## config.mk

```make
export PLATFORM = sky130hd
export DESIGN_NAME = fft_ctrl
export DESIGN_NICKNAME = d
export VERILOG_FILES = /design/src/rtl/fft_pkg.sv /design/src/rtl/fft_ctrl_dly_line.sv /design/src/rtl/fft_ctrl.sv
export SDC_FILE = /design/constraint.sdc
export NUM_CORES = 1
export LEC_CHECK = 0
export ABC_AREA = 1
export BUFFER_PORTS_ARGS = -buffer_cell sky130_fd_sc_hd__buf_4
export CAP_MARGIN = 20
export CORE_MARGIN = 1.5
export CORE_UTILIZATION = 52
export CTS_BUF_LIST = sky130_fd_sc_hd__clkbuf_16
export DETAILED_ROUTE_END_ITERATION = 16
export PLACE_DENSITY = 0.74
export SLEW_MARGIN = 20
export SYNTH_ARGS = -nofsm -noshare
export SYNTH_HDL_FRONTEND = slang
export SYNTH_HIERARCHICAL = 1
export SYNTH_SLANG_ARGS = --single-unit
```

## constraint.sdc

```tcl
create_clock -name clk -period 1.6 [get_ports clk]
set_input_delay 0.32 -clock clk [delete_from_list [all_inputs] [get_ports clk]]
set_output_delay 0.32 -clock clk [all_outputs]
set_load 0.05 [all_outputs]
```

## src/rtl/fft_pkg.sv

```systemverilog
// fft_pkg: shared types and constants for the 1024-point radix-4
// in-place FFT sequencing controller.
package fft_pkg;

  localparam int FFT_N      = 1024;
  localparam int FFT_STAGES = 5;
  localparam int BANK_DEPTH = 256;
  localparam int CNT_W      = 11;

  localparam logic [1:0] MODE_LOAD = 2'b00;
  localparam logic [1:0] MODE_COMP = 2'b01;
  localparam logic [1:0] MODE_OUT  = 2'b11;

  typedef enum logic [2:0] {
    ST_IDLE,
    ST_LOAD,
    ST_COMP,
    ST_DRAIN,
    ST_OUT
  } fft_state_e;

  function automatic logic [3:0] bank_sel(
    input logic [1:0] b
  );
    bank_sel = 4'b0001 << b;
  endfunction

endpackage

```

## src/rtl/fft_ctrl_dly_line.sv

```systemverilog
// dly_line: WIDTH x DEPTH shift register with async active-low clear.
// DEPTH=0 degenerates to a wire.
module dly_line #(
  parameter int WIDTH = 1,
  parameter int DEPTH = 1
) (
  input  logic             clk,
  input  logic             rst_n,
  input  logic [WIDTH-1:0] d,
  output logic [WIDTH-1:0] q
);

  if (DEPTH == 0) begin : g_pass
    logic unused_clk;
    assign unused_clk = clk ^ rst_n;
    assign q = d;
  end else begin : g_sr
    logic [WIDTH-1:0] sr [DEPTH];

    always_ff @(posedge clk or negedge rst_n) begin
      if (!rst_n) begin
        for (int i = 0; i < DEPTH; i++) begin
          sr[i] <= '0;
        end
      end else begin
        sr[0] <= d;
        for (int i = 1; i < DEPTH; i++) begin
          sr[i] <= sr[i-1];
        end
      end
    end

    assign q = sr[DEPTH-1];
  end

endmodule

```

## src/rtl/fft_ctrl.sv

```systemverilog
// fft_ctrl: load / five-stage compute / output sequencer for the
// 1024-point radix-4 FFT, with a LAT-delayed write-back copy.
module fft_ctrl
  import fft_pkg::*;
#(
  parameter int RD_LAT = 1,
  parameter int BF_LAT = 4
) (
  input  logic             clk,
  input  logic             rst_n,
  input  logic             in_valid,
  output logic             in_ready,
  output logic [3:0]       ld_we,
  output logic [CNT_W-1:0] cnt,
  output logic [1:0]       mode,
  output logic             bf_valid,
  output logic [CNT_W-1:0] wr_cnt,
  output logic [1:0]       wr_mode,
  output logic             wr_en,
  output logic             out_valid,
  output logic             out_last,
  output logic             busy,
  output logic             done
);

  localparam int LAT = RD_LAT + BF_LAT;
  localparam logic [7:0] DR_LAST = 8'(LAT - 1);
  localparam logic [7:0] BK_LAST = 8'(BANK_DEPTH - 1);
  localparam logic [9:0] N_LAST = 10'(FFT_N - 1);
  localparam logic [2:0] STG_LAST = 3'(FFT_STAGES - 1);
  localparam logic [CNT_W-1:0] CNT_ST1 = CNT_W'(FFT_N);
  localparam logic [CNT_W-1:0] CNT_OLAST =
    CNT_W'(BANK_DEPTH - 1);

  fft_state_e       state_q, state_d;
  logic [CNT_W-1:0] cnt_q, cnt_d;
  logic [2:0]       stg_q, stg_d;
  logic [7:0]       dcnt_q, dcnt_d;
  logic [1:0]       mode_q, mode_d;
  logic             bf_q;
  logic             rdy_q;
  logic             busy_q;
  logic             acc;

  assign acc = in_valid & rdy_q;

  always_comb begin
    state_d = state_q;
    cnt_d   = cnt_q;
    stg_d   = stg_q;
    dcnt_d  = dcnt_q;
    unique case (state_q)
      ST_IDLE: begin
        if (acc) begin
          cnt_d   = CNT_W'(1);
          state_d = ST_LOAD;
        end
      end
      ST_LOAD: begin
        if (acc) begin
          if (cnt_q[9:0] == N_LAST) begin
            cnt_d   = CNT_ST1;
            stg_d   = '0;
            state_d = ST_COMP;
          end else begin
            cnt_d = cnt_q + CNT_W'(1);
          end
        end
      end
      ST_COMP: begin
        if (cnt_q[7:0] == BK_LAST) begin
          dcnt_d  = '0;
          state_d = ST_DRAIN;
        end else begin
          cnt_d = cnt_q + CNT_W'(1);
        end
      end
      ST_DRAIN: begin
        if (dcnt_q == DR_LAST) begin
          if (stg_q == STG_LAST) begin
            cnt_d   = '0;
            state_d = ST_OUT;
          end else begin
            // ST5 lands on 0x000 by natural 11-bit wrap
            stg_d   = stg_q + 3'd1;
            cnt_d   = cnt_q + CNT_W'(1);
            state_d = ST_COMP;
          end
        end else begin
          dcnt_d = dcnt_q + 8'd1;
        end
      end
      ST_OUT: begin
        if (cnt_q[7:0] == BK_LAST) begin
          cnt_d   = '0;
          state_d = ST_IDLE;
        end else begin
          cnt_d = cnt_q + CNT_W'(1);
        end
      end
      default: state_d = ST_IDLE;
    endcase
  end

  always_comb begin
    mode_d = MODE_LOAD;
    unique case (state_d)
      ST_COMP, ST_DRAIN: mode_d = MODE_COMP;
      ST_OUT:            mode_d = MODE_OUT;
      default:           mode_d = MODE_LOAD;
    endcase
  end

  always_ff @(posedge clk or negedge rst_n) begin
    if (!rst_n) begin
      state_q <= ST_IDLE;
      cnt_q   <= '0;
      stg_q   <= '0;
      dcnt_q  <= '0;
      mode_q  <= MODE_LOAD;
      bf_q    <= 1'b0;
      rdy_q   <= 1'b0;
      busy_q  <= 1'b0;
    end else begin
      state_q <= state_d;
      cnt_q   <= cnt_d;
      stg_q   <= stg_d;
      dcnt_q  <= dcnt_d;
      mode_q  <= mode_d;
      bf_q    <= (state_d == ST_COMP);
      rdy_q   <= (state_d == ST_IDLE) ||
                 (state_d == ST_LOAD);
      busy_q  <= (state_d != ST_IDLE);
    end
  end

  assign in_ready = rdy_q;
  assign ld_we    = acc ? bank_sel(cnt_q[9:8]) : 4'b0000;
  assign cnt      = cnt_q;
  assign mode     = mode_q;
  assign bf_valid = bf_q;
  assign busy     = busy_q;

  dly_line #(
    .WIDTH (CNT_W + 3),
    .DEPTH (LAT)
  ) u_wb (
    .clk   (clk),
    .rst_n (rst_n),
    .d     ({cnt_q, mode_q, bf_q}),
    .q     ({wr_cnt, wr_mode, wr_en})
  );

  logic is_out;
  logic is_last;

  assign is_out  = (state_q == ST_OUT);
  assign is_last = is_out && (cnt_q == CNT_OLAST);

  dly_line #(
    .WIDTH (2),
    .DEPTH (RD_LAT)
  ) u_out (
    .clk   (clk),
    .rst_n (rst_n),
    .d     ({is_out, is_last}),
    .q     ({out_valid, out_last})
  );

  assign done = out_last;

endmodule

```

==> run_results.csv <==
group,metric,value,unit
worst_setup_path,path_cells,"inv_2 > ha_4 > nand3_4 > o21ai_4 > nand3_4 > o21ai_0 > nand2_1 > nor2_1",
yosys,ys_types,29,
worst_setup_path,r2r_cells,8,
clocking,clock_sinks,102,
drt,wl_per_cell,14.9,µm
pwr,ir_worst_vdd,0.540,mV
worst_setup_path,crit_path_start_kind,"flop",
placed_design,post-place-ws,5.64,ps
worst_setup_path,slowest_delay,400,ps
grt,grt_pass1_vias,2430,
drt,drtIter0Drc,144,
yosys,mappedNetlistNets,336,
die,ios,40,
job,maxCapViolCount,0,
worst_setup_path,path_max_fanout,7,
worst_setup_path,path_class,"flop to flop",
min_path,worstHoldStart,"u_wb/g_sr.sr[30]",
final_layout,multi_input_area,1140,µm²
clocking,numCtsBuffers,9,
drt,ant_nets,0,
die,start_util,54.4,%
yosys,ys_warn_count,6,
drt,wirelength,7460,µm
clocking,cts_tree,"built",
sta,rsz0062_at_grt,"true",
sta,worst_slew_pin_slew,445,ps
pwr,power_density,957,nW/µm²
worst_setup_path,critPathArrivalTime,1910,ps
worst_setup_path,r2r-start,"dcnt_q[0]",
die,die_h,87.5,µm
final_layout,n_antenna_cell,0,
yosys,post-synth-top-area-cell,"dfrtp_1",
yosys,avgSynthCellArea,11.4,µm²
sta,setup_violations,9,
final_layout,drive_gt1_share,40.0,%
placed_design,placedCellCount,470,
sta,slew_headroom,70.1,%
yosys,yosys_register_bits,102,
final_layout,fillers,471,
drt,dr.pass1.iters,4,
worst_setup_path,endpoint_kind,"flop",
worst_setup_path,crit_buf_inv,1,
grt,grt_usage,20.0,%
final_layout,nNetsFinal,409,
worst_setup_path,regToRegEndpoint,"cnt[3]",
die,die-area,7660,µm²
final_layout,area_delta_synth_final,31.6,%
sta,period_needed,1650,ps
placed_design,place_congestion,0.849,
worst_setup_path,worstSetupStartpoint,"dcnt_q[0]",
yosys,synth_area_leaders,"dfrtp_1 69%, nand2_1 6.0%, inv_1 3.5%, nor2_1 3.2%, buf_4 3.0%",
worst_setup_path,r2r_slack,-50,ps
grt,grt_max_degree,70,
drt,drc,0,
min_path,hold_class,"flop to flop",
worst_setup_path,cp_slowest_cell,"dfrtp_1",
clocking,clkSlewWorstSetupHoldPaths,70,ps
clocking,ctsRootBufferMaster,"clkbuf_16",
sta,slew_viol_final,0,
die,die_w,87.5,µm
worst_setup_path,cp_common_cell,"nand3_4",
clocking,cts-htree-levels,3,
clocking,clock_path_buffers,2,
grt,antenna_found_initial,0,
worst_setup_path,critPathRequiredTime,1860,ps
run_status,violations,"negative setup slack",
sta,hold_viol_final,0,
die,rows,30,
yosys,netlist_instances,327,
grt,overflow,0,
yosys,seq_area_frac_synth,68.7,%
drt,drt-vias-per-instance,5.02,
run_status,status,"finished, violations left",
final_layout,final_cells,501,
sta,fin_crit_sh,103,%
final_layout,regArea,2570,µm²
sta,max_clock_freq,0.607,GHz
placed_design,hpwl,4480,µm
yosys,syn-cell-area,3710,µm²
placed_design,numPortBuffers,39,
sta,setup_ws,-48.1,ps
sta,fin_skew,5.31,ps
min_path,whs_endpoint,"u_wb/g_sr.sr[16]",
yosys,synthDominantCellAreaShare,68.7,%
grt,grt_pass1_wl,11500,µm
worst_setup_path,critPathTopFamily,"simple AND/OR/NAND/NOR gates",
clocking,worst_skew_pair.late_latency,340,ps
min_path,hold_depth,0,
die,coreArea,6830,µm²
pwr,p_leak,2.40,nW
drt,vias,2516,
==> per-stage QoR <==
stage / hold WS [ps] / setup TNS [ps] / instance area, µm² / util [%] / power (mW)
3_5_place_dp: 307 / 0 / 4320 / 63.2 / 2.69
2_1_floorplan: 24.4 / -537 / 3820 / - / 2.63
6_report: 348 / -168 / 4890 / 71.5 / 4.67
5_1_grt: 346 / -1690 / 4890 / 71.5 / 4.82
3_3_place_gp: 298 / 0 / 4320 / 63.2 / 2.69
4_1_cts: 344 / -17.0 / 4680 / 68.6 / 4.71
==> worst max-delay path by stage <==
stage / to / slack [ps] / cells past startpoint
after floorplan: cnt[8] / -100 / 8
after global placement: dcnt_q[2] / 20 / 9
after detailed placement: cnt[7] / 6 / 9
after CTS: ld_we[0] / -10 / 4
after global routing: cnt[3] / -160 / 8
final: cnt[3] / -50 / 8
==> layout by cell type, fill, tap and decap left out, types with 2 or more instances in the layout <==
cell type	instances
ha_1	3
nor3_1	2
xor2_1	2
clkbuf_16	9
nand2_1	49
inv_6	2
nor3_2	2
inv_1	28
buf_4	68
dfrtp_1	90
nand2_2	5
o21ai_1	2
inv_2	11
nand3_4	7
nand2_4	6
buf_6	6
nor2_1	25
inv_8	2
nand3_1	14
o21ai_0	11
buf_12	2
nor2_2	7
nor2_4	7
nand4_1	6
nor3_4	2
ha_4	3
a21oi_1	4
dfrtp_2	12
==> sequential cells by signal (all words and copies together), names as in the netlist <==
signal and count:
u_wb/g_sr.sr 56, u_wb/q 14, cnt 11, dcnt_q 8
state_q 3, stg_q 3, mode 2, u_out/q 2
bf_valid 1, busy 1, in_ready 1
==> area by class of cell <==
cell class	instances	share of cell area, %
Multi-Input combinational cell	171	23.3
Inverter	39	3.05
Sequential cell	102	52.5
Timing Repair Buffer	77	12.9
Clock inverter	7	1.15
Tap cell	96	2.46
Clock buffer	9	4.61
==> report_power, final <==
group,internal [mW],switching (mW),total (mW)
sequential,2.58,0,2.58
combinational,0.0150,0.0480,0.0630
clock,1.08,0.955,2.03
==> synth_stat cells <==
| library cell | number |
|---|---|
| buf_6 | 1 |
| a21boi_1 | 1 |
| a21oi_1 | 5 |
| o21ai_0 | 14 |
| nor4_1 | 1 |
| o211ai_1 | 1 |
| nand2_2 | 1 |
| dfrtp_1 | 102 |
| o21ai_4 | 1 |
| nand3_1 | 16 |
| nand3_4 | 2 |
| nand4_1 | 6 |
| xor2_1 | 3 |
| nor2_4 | 1 |
| nand2b_1 | 1 |
| nand2_1 | 59 |
| nor2_2 | 6 |
| inv_2 | 4 |
| o21bai_2 | 1 |
| nor2_1 | 32 |
| inv_1 | 35 |
| buf_4 | 15 |
| nand3_2 | 3 |
| or2_2 | 1 |
| nor3_1 | 6 |
| xnor2_1 | 1 |
| ha_1 | 6 |
| o31ai_1 | 1 |
| a21boi_0 | 1 |
==> routing by layer <==
layer	global-route usage, %	share of wire (%)	up-vias
met5	0	0	-
met4	6.64	1.8	0
met3	4.83	4.8	15
met2	34.5	54	87
met1	24.9	40	1249
li1	-	-	1165
==> logic make-up (layout without fill, tap and decap cells) <==
kind of cell,Yosys count,in the layout,synth area share [%]
XOR/XNOR,4,4,0.944
flip-flops,102,102,68.7
AND/OR/NAND/NOR,135,136,16.9
adder cells (fa/ha/maj),6,6,2.02
AO/OA/AOI/OAI,25,25,4.11
buffers and inverters,55,132,7.28
==> what timing repair did <==
item                                    CTS  global route
hold buffers                              1             0
hold endpoints to repair                 33             0
gates resized for setup                   9            39
pin swaps                                 5            16
gates cloned                              0             1
endpoints found under the setup margin   12            26
buffers inserted                          7             6
==> worst register-to-register path: cells and delay by family, from the launching register on <==
family,cells,cell delay (ps)
AO/OA/AOI/OAI,2,470
AND/OR/NAND/NOR,4,470
flip-flops,1,400
adder cells (fa/ha/maj),1,140
buffers and inverters,1,90
Note: power is estimated with default switching activity, not from simulation.
